`src/rtl/collision_scan_controller.sv`:
```
// Per-frame dragon collision scheduler: snapshots entity/segment positions, scans one segment per cycle.
// Optional SHEEP_CHECK_EN enables the sheep comparator; otherwise sheep_hit is tied to 0.
module collision_scan_controller #(
    parameter int unsigned SEGMENTS = 7,
    parameter int unsigned POS_W    = 8,
    parameter int unsigned IDX_W    = 3
) (
    input  logic                      clk,
    input  logic                      reset,
    input  logic                      frame_start,
    input  logic [POS_W-1:0]          player_pos,
    input  logic [POS_W-1:0]          sword_pos,
    input  logic                      attack_enable,
    input  logic [POS_W-1:0]          sheep_pos,
    input  logic [SEGMENTS*POS_W-1:0] dragon_pos,
    input  logic [SEGMENTS-1:0]       dragon_active,
    output logic                      busy,
    output logic                      done,
    output logic                      player_hit,
    output logic                      sword_hit,
    output logic                      sheep_hit,
    output logic [IDX_W-1:0]          sword_hit_idx,
    output logic                      overrun
);

    typedef enum logic [1:0] {StIdle, StScan, StReport} state_e;

    localparam logic [IDX_W-1:0] IdxNone = '1;
    localparam logic [IDX_W-1:0] IdxLast = IDX_W'(SEGMENTS - 1);

    state_e state_q, state_d;

    logic [IDX_W-1:0]          cnt_q, cnt_d;
    logic [POS_W-1:0]          player_q, player_d;
    logic [POS_W-1:0]          sword_q, sword_d;
    logic                      attack_q, attack_d;
    logic [SEGMENTS*POS_W-1:0] dragon_q, dragon_d;
    logic [SEGMENTS-1:0]       active_q, active_d;
    logic                      pend_q, pend_d;

    logic                      acc_p_q, acc_p_d;
    logic                      acc_s_q, acc_s_d;
    logic [IDX_W-1:0]          acc_idx_q, acc_idx_d;

    logic                      player_hit_q, player_hit_d;
    logic                      sword_hit_q, sword_hit_d;
    logic [IDX_W-1:0]          sword_idx_q, sword_idx_d;
    logic                      overrun_q, overrun_d;

    logic                      accept, last;
    logic [POS_W-1:0]          seg_pos;
    logic                      seg_act, sword_armed, p_hit, s_hit;
    logic                      nxt_p, nxt_s;
    logic [IDX_W-1:0]          nxt_idx;

`ifdef SHEEP_CHECK_EN
    logic [POS_W-1:0]          sheep_q, sheep_d;
    logic                      acc_sh_q, acc_sh_d;
    logic                      sheep_hit_q, sheep_hit_d;
    logic                      sh_hit, nxt_sh;
`else
    logic                      unused_sheep;
    assign unused_sheep = ^sheep_pos;
`endif

    assign accept = frame_start && (state_q != StScan);
    assign last   = (state_q == StScan) && (cnt_q == IdxLast);

    always_ff @(posedge clk or negedge reset) begin
        if (!reset) begin
            state_q <= StIdle;
        end else begin
            state_q <= state_d;
        end
    end

    always_comb begin
        state_d = state_q;
        unique case (state_q)
            StIdle:   if (frame_start) state_d = StScan;
            StScan:   if (last) state_d = StReport;
            StReport: state_d = frame_start ? StScan : StIdle;
            default:  state_d = StIdle;
        endcase
    end

    always_comb begin
        busy = (state_q == StScan);
        done = (state_q == StReport);
    end

    always_comb begin
        seg_pos = '0;
        seg_act = 1'b0;
        for (int i = 0; i < int'(SEGMENTS); i++) begin
            if (cnt_q == IDX_W'(i)) begin
                seg_pos = dragon_q[i*POS_W +: POS_W];
                seg_act = active_q[i];
            end
        end
        sword_armed = attack_q && (sword_q != '0);
        p_hit       = seg_act && (seg_pos == player_q);
        s_hit       = seg_act && sword_armed && (seg_pos == sword_q);
`ifdef SHEEP_CHECK_EN
        sh_hit      = seg_act && (seg_pos == sheep_q);
`endif
    end

    always_comb begin
        cnt_d        = cnt_q;
        player_d     = player_q;
        sword_d      = sword_q;
        attack_d     = attack_q;
        dragon_d     = dragon_q;
        active_d     = active_q;
        pend_d       = pend_q;
        acc_p_d      = acc_p_q;
        acc_s_d      = acc_s_q;
        acc_idx_d    = acc_idx_q;
        player_hit_d = player_hit_q;
        sword_hit_d  = sword_hit_q;
        sword_idx_d  = sword_idx_q;
        overrun_d    = overrun_q;
        nxt_p        = acc_p_q | p_hit;
        nxt_s        = acc_s_q | s_hit;
        // Only the first armed hit records its index.
        nxt_idx      = (s_hit && !acc_s_q) ? cnt_q : acc_idx_q;
`ifdef SHEEP_CHECK_EN
        sheep_d      = sheep_q;
        acc_sh_d     = acc_sh_q;
        sheep_hit_d  = sheep_hit_q;
        nxt_sh       = acc_sh_q | sh_hit;
`endif

        if (accept) begin
            player_d  = player_pos;
            sword_d   = sword_pos;
            attack_d  = attack_enable;
            dragon_d  = dragon_pos;
            active_d  = dragon_active;
            cnt_d     = '0;
            pend_d    = 1'b0;
            acc_p_d   = 1'b0;
            acc_s_d   = 1'b0;
            acc_idx_d = IdxNone;
`ifdef SHEEP_CHECK_EN
            sheep_d   = sheep_pos;
            acc_sh_d  = 1'b0;
`endif
        end else if (state_q == StScan) begin
            if (frame_start) pend_d = 1'b1;
            cnt_d     = cnt_q + IDX_W'(1);
            acc_p_d   = nxt_p;
            acc_s_d   = nxt_s;
            acc_idx_d = nxt_idx;
`ifdef SHEEP_CHECK_EN
            acc_sh_d  = nxt_sh;
`endif
            if (last) begin
                player_hit_d = nxt_p;
                sword_hit_d  = nxt_s;
                sword_idx_d  = nxt_idx;
                overrun_d    = pend_q | frame_start;
                cnt_d        = '0;
                acc_p_d      = 1'b0;
                acc_s_d      = 1'b0;
                acc_idx_d    = IdxNone;
`ifdef SHEEP_CHECK_EN
                sheep_hit_d  = nxt_sh;
                acc_sh_d     = 1'b0;
`endif
            end
        end
    end

    always_ff @(posedge clk or negedge reset) begin
        if (!reset) begin
            cnt_q        <= '0;
            player_q     <= '0;
            sword_q      <= '0;
            attack_q     <= 1'b0;
            dragon_q     <= '0;
            active_q     <= '0;
            pend_q       <= 1'b0;
            acc_p_q      <= 1'b0;
            acc_s_q      <= 1'b0;
            acc_idx_q    <= IdxNone;
            player_hit_q <= 1'b0;
            sword_hit_q  <= 1'b0;
            sword_idx_q  <= IdxNone;
            overrun_q    <= 1'b0;
        end else begin
            cnt_q        <= cnt_d;
            player_q     <= player_d;
            sword_q      <= sword_d;
            attack_q     <= attack_d;
            dragon_q     <= dragon_d;
            active_q     <= active_d;
            pend_q       <= pend_d;
            acc_p_q      <= acc_p_d;
            acc_s_q      <= acc_s_d;
            acc_idx_q    <= acc_idx_d;
            player_hit_q <= player_hit_d;
            sword_hit_q  <= sword_hit_d;
            sword_idx_q  <= sword_idx_d;
            overrun_q    <= overrun_d;
        end
    end

`ifdef SHEEP_CHECK_EN
    always_ff @(posedge clk or negedge reset) begin
        if (!reset) begin
            sheep_q     <= '0;
            acc_sh_q    <= 1'b0;
            sheep_hit_q <= 1'b0;
        end else begin
            sheep_q     <= sheep_d;
            acc_sh_q    <= acc_sh_d;
            sheep_hit_q <= sheep_hit_d;
        end
    end
    assign sheep_hit = sheep_hit_q;
`else
    assign sheep_hit = 1'b0;
`endif

    assign player_hit    = player_hit_q;
    assign sword_hit     = sword_hit_q;
    assign sword_hit_idx = sword_idx_q;
    assign overrun       = overrun_q;

endmodule

```
`config.mk`:
```
export PLATFORM = sky130hd
export DESIGN_NAME = collision_scan_controller
export DESIGN_NICKNAME = d
export VERILOG_FILES = /design/src/rtl/collision_scan_controller.sv
export SDC_FILE = /design/constraint.sdc
export NUM_CORES = 1
export LEC_CHECK = 0
export ABC_AREA = 0
export CAP_MARGIN = 25
export CORE_MARGIN = 2
export CORE_UTILIZATION = 52
export DETAILED_ROUTE_END_ITERATION = 16
export GPL_ROUTABILITY_DRIVEN = 0
export PLACE_DENSITY = 0.88
export SLEW_MARGIN = 15
export SYNTH_ARGS = -nofsm -noshare
export SYNTH_HDL_FRONTEND = slang
export SYNTH_SLANG_ARGS = --single-unit
```
`constraint.sdc`:
```
create_clock -name clk -period 3.7 [get_ports clk]
set_clock_uncertainty 0.05 [all_clocks]
set_input_delay 0.74 -clock clk [delete_from_list [all_inputs] [get_ports clk]]
set_output_delay 0.74 -clock clk [all_outputs]
set_load 0.02 [all_outputs]
```
==> impl_metrics.py, run 1 <==
metrics = {
    "drt": {
        "first_iter_violations": 184,
        "dr_wl_met2_um": 5680,
        "highest_layer": "met4",
        "remaining_drc_errors": 0,
        "drt_pass1_iterations": 4,
        "wirelength_um": 11100,
        "route.met3.wl_um": 626,
        "vias": 3719,
        "post_drt_wl_per_cell_um": 17.8,
        "routedLengthMet1_um": 4640,
        "final_antenna_net_count": 0,
        "viasPerCell": 5.94,
    },
    "clock_tree": {
        "cts.sinks": 97,
        "cts_root_buffer": "clkbuf_8",
        "numCtsBuffers": 9,
        "clkSlewWorstSetupHoldPaths_ns": 0.09,
        "post_cts_resized": 0,
        "ctsLongestPathBuffers": 2,
        "clock_latency_ns": 0.37,
        "htree_levels": 3,
        "cts_hold_buf": 0,
        "tritoncts": "built",
        "post-cts-setup-buffers": 0,
    },
    "synth": {
        "synth_edf_count": 0,
        "syn_area_sq_mm": 0.00492,
        "synthArstFlopShare_pct": 100,
        "seq_area_frac_synth_pct": 49.5,
        "synth_fp_nets": 517,
        "ys_warn_count": 0,
        "synth_cell_types": 58,
        "avgSynthCellArea_sq_um": 11.7,
        "syn_inst": 421,
        "synth-seq-cells": 97,
        "synth_ff_type": "dfrtp_1",
    },
    "status": {
        "status": "complete, no violations",
    },
    "setup_path": {
        "worstSetupPathType": "register to register",
        "cpPeakStageDelay_ns": 0.78,
        "cp_max_fo": 27,
        "cp_cell_sequence": "inv_1, ha_1, nand2_1, o221ai_2, a211oi_1, a2111oi_0, nand4_1, nor4_1, a211oi_1",
        "crit_path_start_kind": "register",
        "slowest_stage": "ha_1",
        "cpMostUsedCell": "a211oi_1",
        "path_buf_inv": 1,
        "cp.arrival_ns": 3.65,
        "critPathTopFamily": "compound AO/OA/AOI/OAI gates",
        "end_kind": "register",
        "worst_ep_required_time_ns": 3.92,
    },
    "min_path": {
        "hold_path.class": "input port to asynchronous set/reset pin",
    },
    "floorplan": {
        "fp.dieH_um": 101,
        "io_pins": 100,
        "dieArea_sq_mm": 0.0103,
        "initial_core_util_pct": 53.5,
        "core_area_sq_mm": 0.00920,
        "die_w_um": 101,
        "rows": 35,
    },
    "cells_and_area": {
        "drive_above_1_share_pct": 25.4,
        "final_cells": 626,
        "area_delta_synth_final_pct": 24.0,
        "most-common-layout-cells": "dfrtp_1 (91), clkdlybuf4s50_1 (89), mux2_2 (81)",
        "num-nets-final": 606,
        "seq_area_sq_mm": 0.00243,
        "mostFrequentLayoutCell": "dfrtp_1",
        "fin_util_pct": 66.3,
        "diodes": 0,
        "multiInputGateArea_sq_mm": 0.00227,
        "fillers": 682,
    },
    "grt": {
        "grt_overflow": 0,
        "grt_max_degree": 70,
        "antenna_found_initial": 0,
        "grt_pass1_vias": 3714,
        "grt_pass1_wl_um": 18200,
        "grt_usage_pct": 23.1,
    },
    "pwr": {
        "p_int_mw": 3.01,
        "combPwrFrac_pct": 49.7,
        "p_switching_mw": 2.02,
        "swShare_pct": 40.2,
        "power_density_mw_per_mm2": 825,
        "vdd_drop_max_mv": 0.380,
        "seqPwrFrac_pct": 38.0,
        "clockPowerShare_pct": 12.2,
        "leakage_nw": 2.52,
        "total_power_mw": 5.03,
    },
    "sta": {
        "rsz0062_at_grt": "false",
        "max_freq_mhz": 292,
        "fin_crit_sh_pct": 92.5,
        "slew_violations": 0,
        "tightest_slew_ns": 0.920,
        "fin_setup_tns_ns": 0,
        "relSlewSlack_pct": 38.7,
        "setup_viol": 0,
        "hold_violations": 0,
        "period_minus_slack_ns": 3.42,
    },
    "placement": {
        "port_buffers": 90,
        "hpwl_um": 8320,
        "dpl.cell_count": 610,
    },
    "run": {
        "drv_cap": 0,
    },
}
cell families after synthesis:
family,count (synthesis),synth area share [%]
flops,97,49.5
compound gates,91,13.6
simple gates,89,10.7
mux,81,18.5
buf+inv,47,4.50
xor+xnor,10,1.78
fa+ha+maj,5,1.27
other cells,1,0.0762
synthesized netlist by cell type, types with 3 or more instances:
master,n,share of area [%]
inv_1,22,1.7
a221oi_1,8,1.4
o311a_1,3,0.61
nand4bb_1,3,0.69
o221a_2,3,0.69
buf_6,3,0.69
nand2_1,24,1.8
o21ai_0,21,2.1
mux2_2,81,19
nor2b_1,6,0.76
xor2_1,7,1.2
o21ai_1,4,0.41
buf_2,9,0.92
a21oi_1,17,1.7
xnor2_1,3,0.53
nand3b_1,8,1.2
a211oi_2,4,1.0
dfrtp_1,91,46
a211oi_1,5,0.76
nand3_1,5,0.51
ha_1,5,1.3
nor4_1,6,0.76
nor3_1,4,0.41
and4_1,3,0.53
buf_4,3,0.46
dfstp_2,6,3.2
nor3b_1,4,0.61
o221ai_2,4,1.2
nand4_1,3,0.38
nor2_1,11,0.84
buf_1,7,0.53
a31oi_1,3,0.38
worst paths after layout:
kind	from	to	slack, ns	cells after the start
min in group clk	overrun$_DFFE_PN0P_	overrun$_DFFE_PN0P_	0.44	2
setup / recovery	cnt_q[0]$_DFFE_PN0P_	acc_idx_q[1]$_DFFE_PN1P_	0.28	9
max in group asynchronous	reset	dragon_q[52]$_DFFE_PN0P_	2.40	2
hold reg to reg	overrun$_DFFE_PN0P_	overrun$_DFFE_PN0P_	0.44	2
setup reg to reg	cnt_q[0]$_DFFE_PN0P_	acc_idx_q[1]$_DFFE_PN1P_	0.28	9
hold / removal	reset	dragon_q[54]$_DFFE_PN0P_	0.44	1
final cells by class:
type,instances,share of cell area [%]
sequential,97,39.9
multi-input combinational,277,37.2
timing repair buffer,102,16.4
tap,111,2.28
clock buffer,10,2.09
inverter,23,1.42
clock inverter,6,0.697
per-stage QoR:
stage / setup WS [ns] / cell area (sq um) / hold slack [ns]
after floorplan: 0.940 / 4920 / 0.394
after global placement: 0.480 / 5930 / 0.402
after detailed placement: 0.313 / 5930 / 0.417
after CTS: 0.324 / 6100 / 0.439
after global routing: 0.000882 / 6100 / 0.482
final: 0.278 / 6100 / 0.435
power groups by stage:
| stage | Combinational [mW] | Sequential [mW] | Clock (mW) |
|---|---|---|---|
| 2_1_floorplan | 1.90 | 1.82 | 0 |
| 3_3_place_gp | 2.38 | 1.90 | 0 |
| 3_5_place_dp | 2.48 | 1.94 | 0 |
| 4_1_cts | 2.49 | 1.91 | 0.628 |
| 5_1_grt | 2.75 | 1.97 | 0.675 |
| 6_report | 2.50 | 1.91 | 0.616 |
state kept, by name, summed over array words and instances (netlist names), 2 cells and up:
name,count
dragon_q,56
player_q,8
sword_q,8
active_q,7
acc_idx_q,3
cnt_q,3
sword_hit_idx,3
state_q,2
metal layers:
layer | track usage (%) | up-vias
met3 | 5.24 | 18
met2 | 39.2 | 131
met4 | 6.65 | 0
met1 | 29.7 | 1846
li1 | - | 1724
met5 | 0 | -
Note: power is estimated with default switching activity, not from simulation.
==> inputs of run 2 (changes only) <==
Settings changed: CAP_MARGIN 25 to not set.
==> results of run 2 <==
Final layout, timing and power as in run 1 (identical DEF).
==> inputs of run 3 (changes only) <==
Settings changed: ABC_CLOCK_PERIOD_IN_PS set to 3700.
==> results of run 3 <==
Final layout, timing and power as in run 1 (identical DEF).
